`src/rtl/vrased_reset_ctrl_if.sv`:
```
// Bundle between the VRASED monitor set / openMSP430 and the reset controller.
// master = monitor/CPU side, slave = vrased_reset_ctrl.
interface vrased_reset_ctrl_if #(
  parameter int CNT_W = 8
);
  logic [5:0]       viol;
  logic [15:0]      pc;
  logic             clr_req;
  logic             cpu_rst;
  logic [5:0]       cause;
  logic [15:0]      viol_pc;
  logic [CNT_W-1:0] viol_cnt;
  logic             locked;

  modport master (
    output viol, pc, clr_req,
    input  cpu_rst, cause, viol_pc, viol_cnt, locked
  );

  modport slave (
    input  viol, pc, clr_req,
    output cpu_rst, cause, viol_pc, viol_cnt, locked
  );
endinterface

```
`src/rtl/vrased_reset_ctrl.sv`:
```
// Stretches VRASED monitor violations into a CPU reset and keeps cause/PC/count forensics.
// Optional permanent lockout after MAX_VIOL episodes when VRASED_LOCKOUT_EN is defined.
//
// state | meaning
// IDLE  | no violation pending; cpu_rst follows viol combinationally
// HOLD  | episode in progress; hold counter stretches cpu_rst after viol drops
// LOCK  | core locked out until reset (VRASED_LOCKOUT_EN only)
module vrased_reset_ctrl #(
  parameter int          HOLD_CYCLES   = 4,
  parameter int          CNT_W         = 8,
  parameter int          MAX_VIOL      = 3,
  parameter logic [15:0] RESET_HANDLER = 16'h0000
) (
  input  logic                clk,
  input  logic                reset,
  vrased_reset_ctrl_if.slave  bus
);

  typedef enum logic [1:0] {IDLE, HOLD, LOCK} state_t;

  localparam logic [7:0] HOLD_RELOAD = 8'(HOLD_CYCLES - 1);

  if (HOLD_CYCLES < 1 || HOLD_CYCLES > 255 || MAX_VIOL < 1) begin : g_bad_param
    $error("vrased_reset_ctrl: HOLD_CYCLES must be 1..255 and MAX_VIOL >= 1");
  end

  state_t           state, state_n;
  logic [5:0]       cause, cause_n;
  logic [15:0]      viol_pc, viol_pc_n;
  logic [CNT_W-1:0] viol_cnt, viol_cnt_n, cnt_inc;
  logic [7:0]       hold_cnt, hold_cnt_n;
  logic             any_viol;

  assign any_viol = |bus.viol;
  assign cnt_inc  = (viol_cnt == '1) ? viol_cnt : viol_cnt + 1'b1;

  always_ff @(posedge clk or posedge reset) begin
    if (reset) begin
      state    <= IDLE;
      cause    <= '0;
      viol_pc  <= RESET_HANDLER;
      viol_cnt <= '0;
      hold_cnt <= '0;
    end else begin
      state    <= state_n;
      cause    <= cause_n;
      viol_pc  <= viol_pc_n;
      viol_cnt <= viol_cnt_n;
      hold_cnt <= hold_cnt_n;
    end
  end

  always_comb begin
    state_n    = state;
    cause_n    = cause;
    viol_pc_n  = viol_pc;
    viol_cnt_n = viol_cnt;
    hold_cnt_n = hold_cnt;
    case (state)
      IDLE: begin
        // A violation in the same cycle as a clear request wins; the clear is lost.
        if (any_viol) begin
          cause_n    = cause | bus.viol;
          viol_pc_n  = bus.pc;
          viol_cnt_n = cnt_inc;
          hold_cnt_n = HOLD_RELOAD;
          state_n    = HOLD;
`ifdef VRASED_LOCKOUT_EN
          if (int'(cnt_inc) >= MAX_VIOL) state_n = LOCK;
`endif
        end else if (bus.clr_req) begin
          cause_n   = '0;
          viol_pc_n = RESET_HANDLER;
        end
      end
      HOLD: begin
        if (any_viol) begin
          cause_n    = cause | bus.viol;
          hold_cnt_n = HOLD_RELOAD;
        end else if (hold_cnt == 8'd0) begin
          state_n = IDLE;
        end else begin
          hold_cnt_n = hold_cnt - 8'd1;
        end
      end
`ifdef VRASED_LOCKOUT_EN
      LOCK: begin
        cause_n = cause | bus.viol;
      end
`endif
      default: state_n = IDLE;
    endcase
  end

  // Gated by reset so the core never sees a reset pulse from us while we are held in reset.
  assign bus.cpu_rst  = ~reset & (any_viol | (state != IDLE));
  assign bus.cause    = cause;
  assign bus.viol_pc  = viol_pc;
  assign bus.viol_cnt = viol_cnt;

`ifdef VRASED_LOCKOUT_EN
  assign bus.locked = (state == LOCK);
`else
  assign bus.locked = 1'b0;
`endif

endmodule

```
`src/flat_wrapper.sv`:
```
// flat-port wrapper written by rule: the top's interface ports become plain ports
module vrased_reset_ctrl_flat 
#(
  parameter int          HOLD_CYCLES   = 4,
  parameter int          CNT_W         = 8,
  parameter int          MAX_VIOL      = 3,
  parameter logic [15:0] RESET_HANDLER = 16'h0000
)
  (clk, reset, bus_viol, bus_pc, bus_clr_req, bus_cpu_rst, bus_cause, bus_viol_pc, bus_viol_cnt, bus_locked);
  vrased_reset_ctrl_if #(.CNT_W(CNT_W)) bus_i ();
  input  logic clk;
  input  logic reset;
  input wire logic [$bits(bus_i.viol)-1:0] bus_viol;
  input wire logic [$bits(bus_i.pc)-1:0] bus_pc;
  input wire logic [$bits(bus_i.clr_req)-1:0] bus_clr_req;
  output wire logic [$bits(bus_i.cpu_rst)-1:0] bus_cpu_rst;
  output wire logic [$bits(bus_i.cause)-1:0] bus_cause;
  output wire logic [$bits(bus_i.viol_pc)-1:0] bus_viol_pc;
  output wire logic [$bits(bus_i.viol_cnt)-1:0] bus_viol_cnt;
  output wire logic [$bits(bus_i.locked)-1:0] bus_locked;
  assign bus_i.viol = bus_viol;
  assign bus_i.pc = bus_pc;
  assign bus_i.clr_req = bus_clr_req;
  assign bus_cpu_rst = bus_i.cpu_rst;
  assign bus_cause = bus_i.cause;
  assign bus_viol_pc = bus_i.viol_pc;
  assign bus_viol_cnt = bus_i.viol_cnt;
  assign bus_locked = bus_i.locked;
  vrased_reset_ctrl #(.HOLD_CYCLES(HOLD_CYCLES), .CNT_W(CNT_W), .MAX_VIOL(MAX_VIOL), .RESET_HANDLER(RESET_HANDLER)) u_core (.clk(clk), .reset(reset), .bus(bus_i));
endmodule
```
`config.mk`:
```
export PLATFORM = sky130hd
export DESIGN_NAME = vrased_reset_ctrl_flat
export DESIGN_NICKNAME = d
export VERILOG_FILES = /design/src/rtl/vrased_reset_ctrl_if.sv /design/src/rtl/vrased_reset_ctrl.sv /design/src/flat_wrapper.sv
export SDC_FILE = /design/constraint.sdc
export NUM_CORES = 1
export LEC_CHECK = 0
export BUFFER_PORTS_ARGS = -buffer_cell sky130_fd_sc_hd__buf_2
export CORE_MARGIN = 8
export CORE_UTILIZATION = 35
export DETAILED_ROUTE_END_ITERATION = 16
export HOLD_SLACK_MARGIN = 0.15
export PLACE_DENSITY = 0.66
export SYNTH_ARGS = -nofsm -noshare
export SYNTH_HDL_FRONTEND = slang
export SYNTH_SLANG_ARGS = --single-unit
```
`constraint.sdc`:
```
create_clock -name clk -period 2.5 [get_ports clk]
set_input_delay 0.375 -clock clk [delete_from_list [all_inputs] [get_ports clk]]
set_output_delay 0.375 -clock clk [all_outputs]
set_load 0.005 [all_outputs]
```
==> run summary <==
The flow ran to the end, and the final reports show no timing, DRC or antenna violations. The run gives 4.63% as the met3 track demand over resource in global routing. For the instance count of the mapped netlist, the log shows 135. The max-slew violation count was 0. 57 I/O pins were placed.

The clock period could shrink to 1920 ps. The slowest stage of the critical path belongs to the cell sky130_fd_sc_hd__or4_4. The half-perimeter wire length of the detailed placement result came out at 2700 um.

The share of synthesized area in the top cell type comes to 58.4%. The most utilized layer in the global route result is met2. For the initial core utilization, the log shows 35.8%.

The worst endpoint required time is 2730 ps. The die is 85.1 um wide. For the first-pass detailed-route iteration total, the log shows 4. The tools report the source of the critical timing path as bus_viol[1].

In the post-synthesis netlist, the biggest area contributors are sky130_fd_sc_hd__dfrtp_1 (58%), sky130_fd_sc_hd__a22o_2 (5.4%), sky130_fd_sc_hd__a22o_1 (3.1%), sky130_fd_sc_hd__xnor2_1 (3.1%), sky130_fd_sc_hd__o21a_1 (2.7%). The number of cells on the worst reg-to-reg path is 6. The setup-violating endpoint count in the final report was 0.

TritonCTS built the clock tree. The critical path capture point type was a register. The final route contains 1233 vias.

Across every metal layer, demand over resource in global routing totals 11.0%. Setup repair after global routing left no endpoint under its margin. In this run, post-CTS hold repair placed 0 buffers. Post-CTS timing repair inserted 0 buffers for setup.

The sink count of the clock tree came out at 39. The clock share of power was 48.2%; the largest net degree at the start of global routing was 40. The number of buffers on the longest clock path is 2, and the layout overhead on the synthesized area is 27.6%. The post-layout instance area was 0.00213 mm^2; the post-route setup TNS was 0 ps. The clock reaches the later pin of the worst-skew pair after 290 ps.

The cell accounting for the most synthesized area is sky130_fd_sc_hd__dfrtp_1. The worst path uses 76.7% of the clock period. The congestion estimate from routability-driven global placement came to 0.821. The clock-pin slew of the registers on the worst-case setup and hold paths was 80 ps. For met1 alone, demand over resource in global routing was 13.4%. The cell area power density was 606 mW/mm^2; the largest fanout on the critical path was 16. The library cell used most frequently in the layout, excluding fill and tap cells, is sky130_fd_sc_hd__buf_2. The clock tree skew after final layout was 4.27 ps; the filler cell count in the final layout was 423. Traced cell by cell, the critical path runs through buf_2 -> or4_4 -> or3_1 -> o21ai_4 -> a22o_2. Once detail routing completed, the nets flagged for antenna violations numbered 0. The routed design has 3730 um of wire. The leakage power of the design came out at 1.07 nW.

The via count of the first global-routing pass is 1358, and the flop and latch count out of synthesis is 39. IR analysis of the VDD net gives a maximum drop of 0.285 mV. The power share of the sequential group was 48.8%; the switching share of power was 19.0%. The post-synthesis cell area is 0.00167 mm^2, and the tightest hold margin is 198 ps.

Global routing consumed, on the met2 layer, 17.2% of the routing resources. The count of max-cap constraint violations was 0. STA classifies the critical path startpoint as a primary input. For this run, the slowest stage of the critical path takes 530 ps.

The die height was 85.1 um. The total area inside the core boundary comes to 0.00466 mm^2. The logs give 58.4% for the sequential element share of the synthesized area and 0.00724 mm^2 for the full die area.

For the H-tree depth, the log shows 2. Clock tree synthesis selected as its root buffer the cell sky130_fd_sc_hd__clkbuf_8. The first global-routing pass estimated 6420 um of wire. Global routing finished with a remaining overflow of 0.

In this run, the combinational gates consume 3.0% of the power. Dividing the detail-routed wire length by the instance count gives 14.9 um. After the first detailed-routing iteration, the DRC count stood at 54.

The final-report hold violation count is 0. The top cell types in the final layout, fill and taps aside, are sky130_fd_sc_hd__buf_2 (55), sky130_fd_sc_hd__dfrtp_1 (39), sky130_fd_sc_hd__a22o_2 (9). The critical path arrival came out at 2150 ps.

By startpoint and endpoint, the worst setup path is classified as primary input to register. The most used flip-flop cell after synthesis is sky130_fd_sc_hd__dfrtp_1. The area of placed instances was 0.00200 mm^2; the net switching power was 0.000245 W. Averaged over all synthesized cells, the footprint is 12.4 um^2. For the final net count, the log shows 222. The tools report the number of antenna cells inserted as 0. The post-cts repair resize count was 0; the count of warnings emitted by yosys was 0.

Of the cells placed in the final design, the portion with a size suffix greater than 1 is 40.8%. The number of synthesized flops with an enable pin was 0. Worst reg2reg path startpoint: u_core.hold_cnt[0].

Of all flip-flops after synthesis, the portion carrying an async set or reset was 100%. The achievable frequency came out at 0.522 GHz. The initial antenna violation count came out at 0. In this run the core area contains 25 standard-cell rows. In this run the worst setup path terminates at u_core.bus.viol_pc[10]. When the netlist entered floorplanning its net count stood at 162. TritonCTS created 5 clock buffers. The min-delay analysis places its worst path in the category primary input to asynchronous set/reset pin. In this run the register-to-register setup slack is 650 ps.

After detailed routing, the number of remaining DRC violations is 0. After detailed routing, the number of vias per cell comes to 4.93. Counting distinct cell types in the post-synthesis netlist gives 37. The internal portion of the total power is 0.00105 W. The worst flop-to-flop path endpoint is u_core.hold_cnt[7].

Input and output buffers added on the ports amount to 55.
through the flow:
| step | power, W | setup WS, ps | instances | utilization (%) |
|---|---|---|---|---|
| 2_1_floorplan | 0.000657 | 622 | 135 | - |
| 3_3_place_gp | 0.000683 | 300 | 242 | 42.9 |
| 3_5_place_dp | 0.000683 | 264 | 242 | 42.9 |
| 4_1_cts | 0.00131 | 574 | 250 | 45.7 |
| 5_1_grt | 0.00134 | 496 | 250 | 45.7 |
| 6_report | 0.00129 | 583 | 250 | 45.7 |
synthesized netlist by cell type, drive strengths merged (3+ instances only):
| library cell | n |
|---|---|
| xnor2 | 6 |
| or4 | 3 |
| inv | 4 |
| nand3 | 6 |
| nor2 | 6 |
| a22o | 16 |
| o21ai | 4 |
| nand4 | 4 |
| a21oi | 4 |
| nand2 | 5 |
| xor2 | 4 |
| buf | 3 |
| and3 | 3 |
| o21a | 6 |
| dfrtp | 39 |
flip-flops by register name, indices dropped and copies added (netlist names):
name                 cells
u_core.hold_cnt          8
u_core.bus.cause         6
u_core.state             1
u_core.bus.viol_pc      16
u_core.bus.viol_cnt      8
kinds of logic after synthesis:
family | share of synthesized area [%]
xor gates and xnor gates | 5.24
buffers and inverters | 3.15
muxes | 0.674
and+or+nand+nor | 12.6
DFF | 58.4
adders and majority gates | 1.50
AOI/OAI and AO/OA | 18.2
other | 0.225
layer usage:
metal / part of all wire [%] / routed length, um
met5: 0 / 0
met1: 47 / 1770
met2: 45 / 1680
met3: 6.2 / 233
met4: 1.2 / 46
power groups by stage:
stage	registers [W]	clock network, W	logic, W
floorplan	0.000643	0	0.0000137
global placement	0.000643	0	0.0000404
detailed placement	0.000643	0	0.0000404
CTS	0.000630	0.000639	0.0000404
global route	0.000630	0.000665	0.0000452
finish	0.000630	0.000622	0.0000388
worst min path at each step:
stage / depth (start not counted) / start / to / slack [ps]
2_1_floorplan: 1 / u_core.bus.cause[0] / u_core.bus.cause[0] / 470
3_3_place_gp: 1 / u_core.bus.cause[0] / u_core.bus.cause[0] / 470
3_5_place_dp: 1 / u_core.bus.cause[0] / u_core.bus.cause[0] / 470
4_1_cts: 3 / reset / u_core.hold_cnt[3] / 220
5_1_grt: 3 / reset / u_core.bus.viol_cnt[3] / 260
6_report: 3 / reset / u_core.bus.cause[5] / 200
worst max-delay path, delay by kind of cell:
kind / cells / cell delay (ps)
and+or+nand+nor: 2 / 990
AOI/OAI and AO/OA: 2 / 660
buffers and inverters: 1 / 110
final cells by class:
type / instances / area (um^2) / area share (%)
inverters: 4 / 15.0 / 0.705
repair buffers: 58 / 298 / 14.0
clock buffers: 6 / 72.6 / 3.41
clock inverters: 2 / 60.1 / 2.82
flip-flops and latches: 39 / 976 / 45.8
multi-input cells: 87 / 642 / 30.1
well taps: 54 / 67.6 / 3.17
No activity file was read; power rests on OpenSTA's default activity.
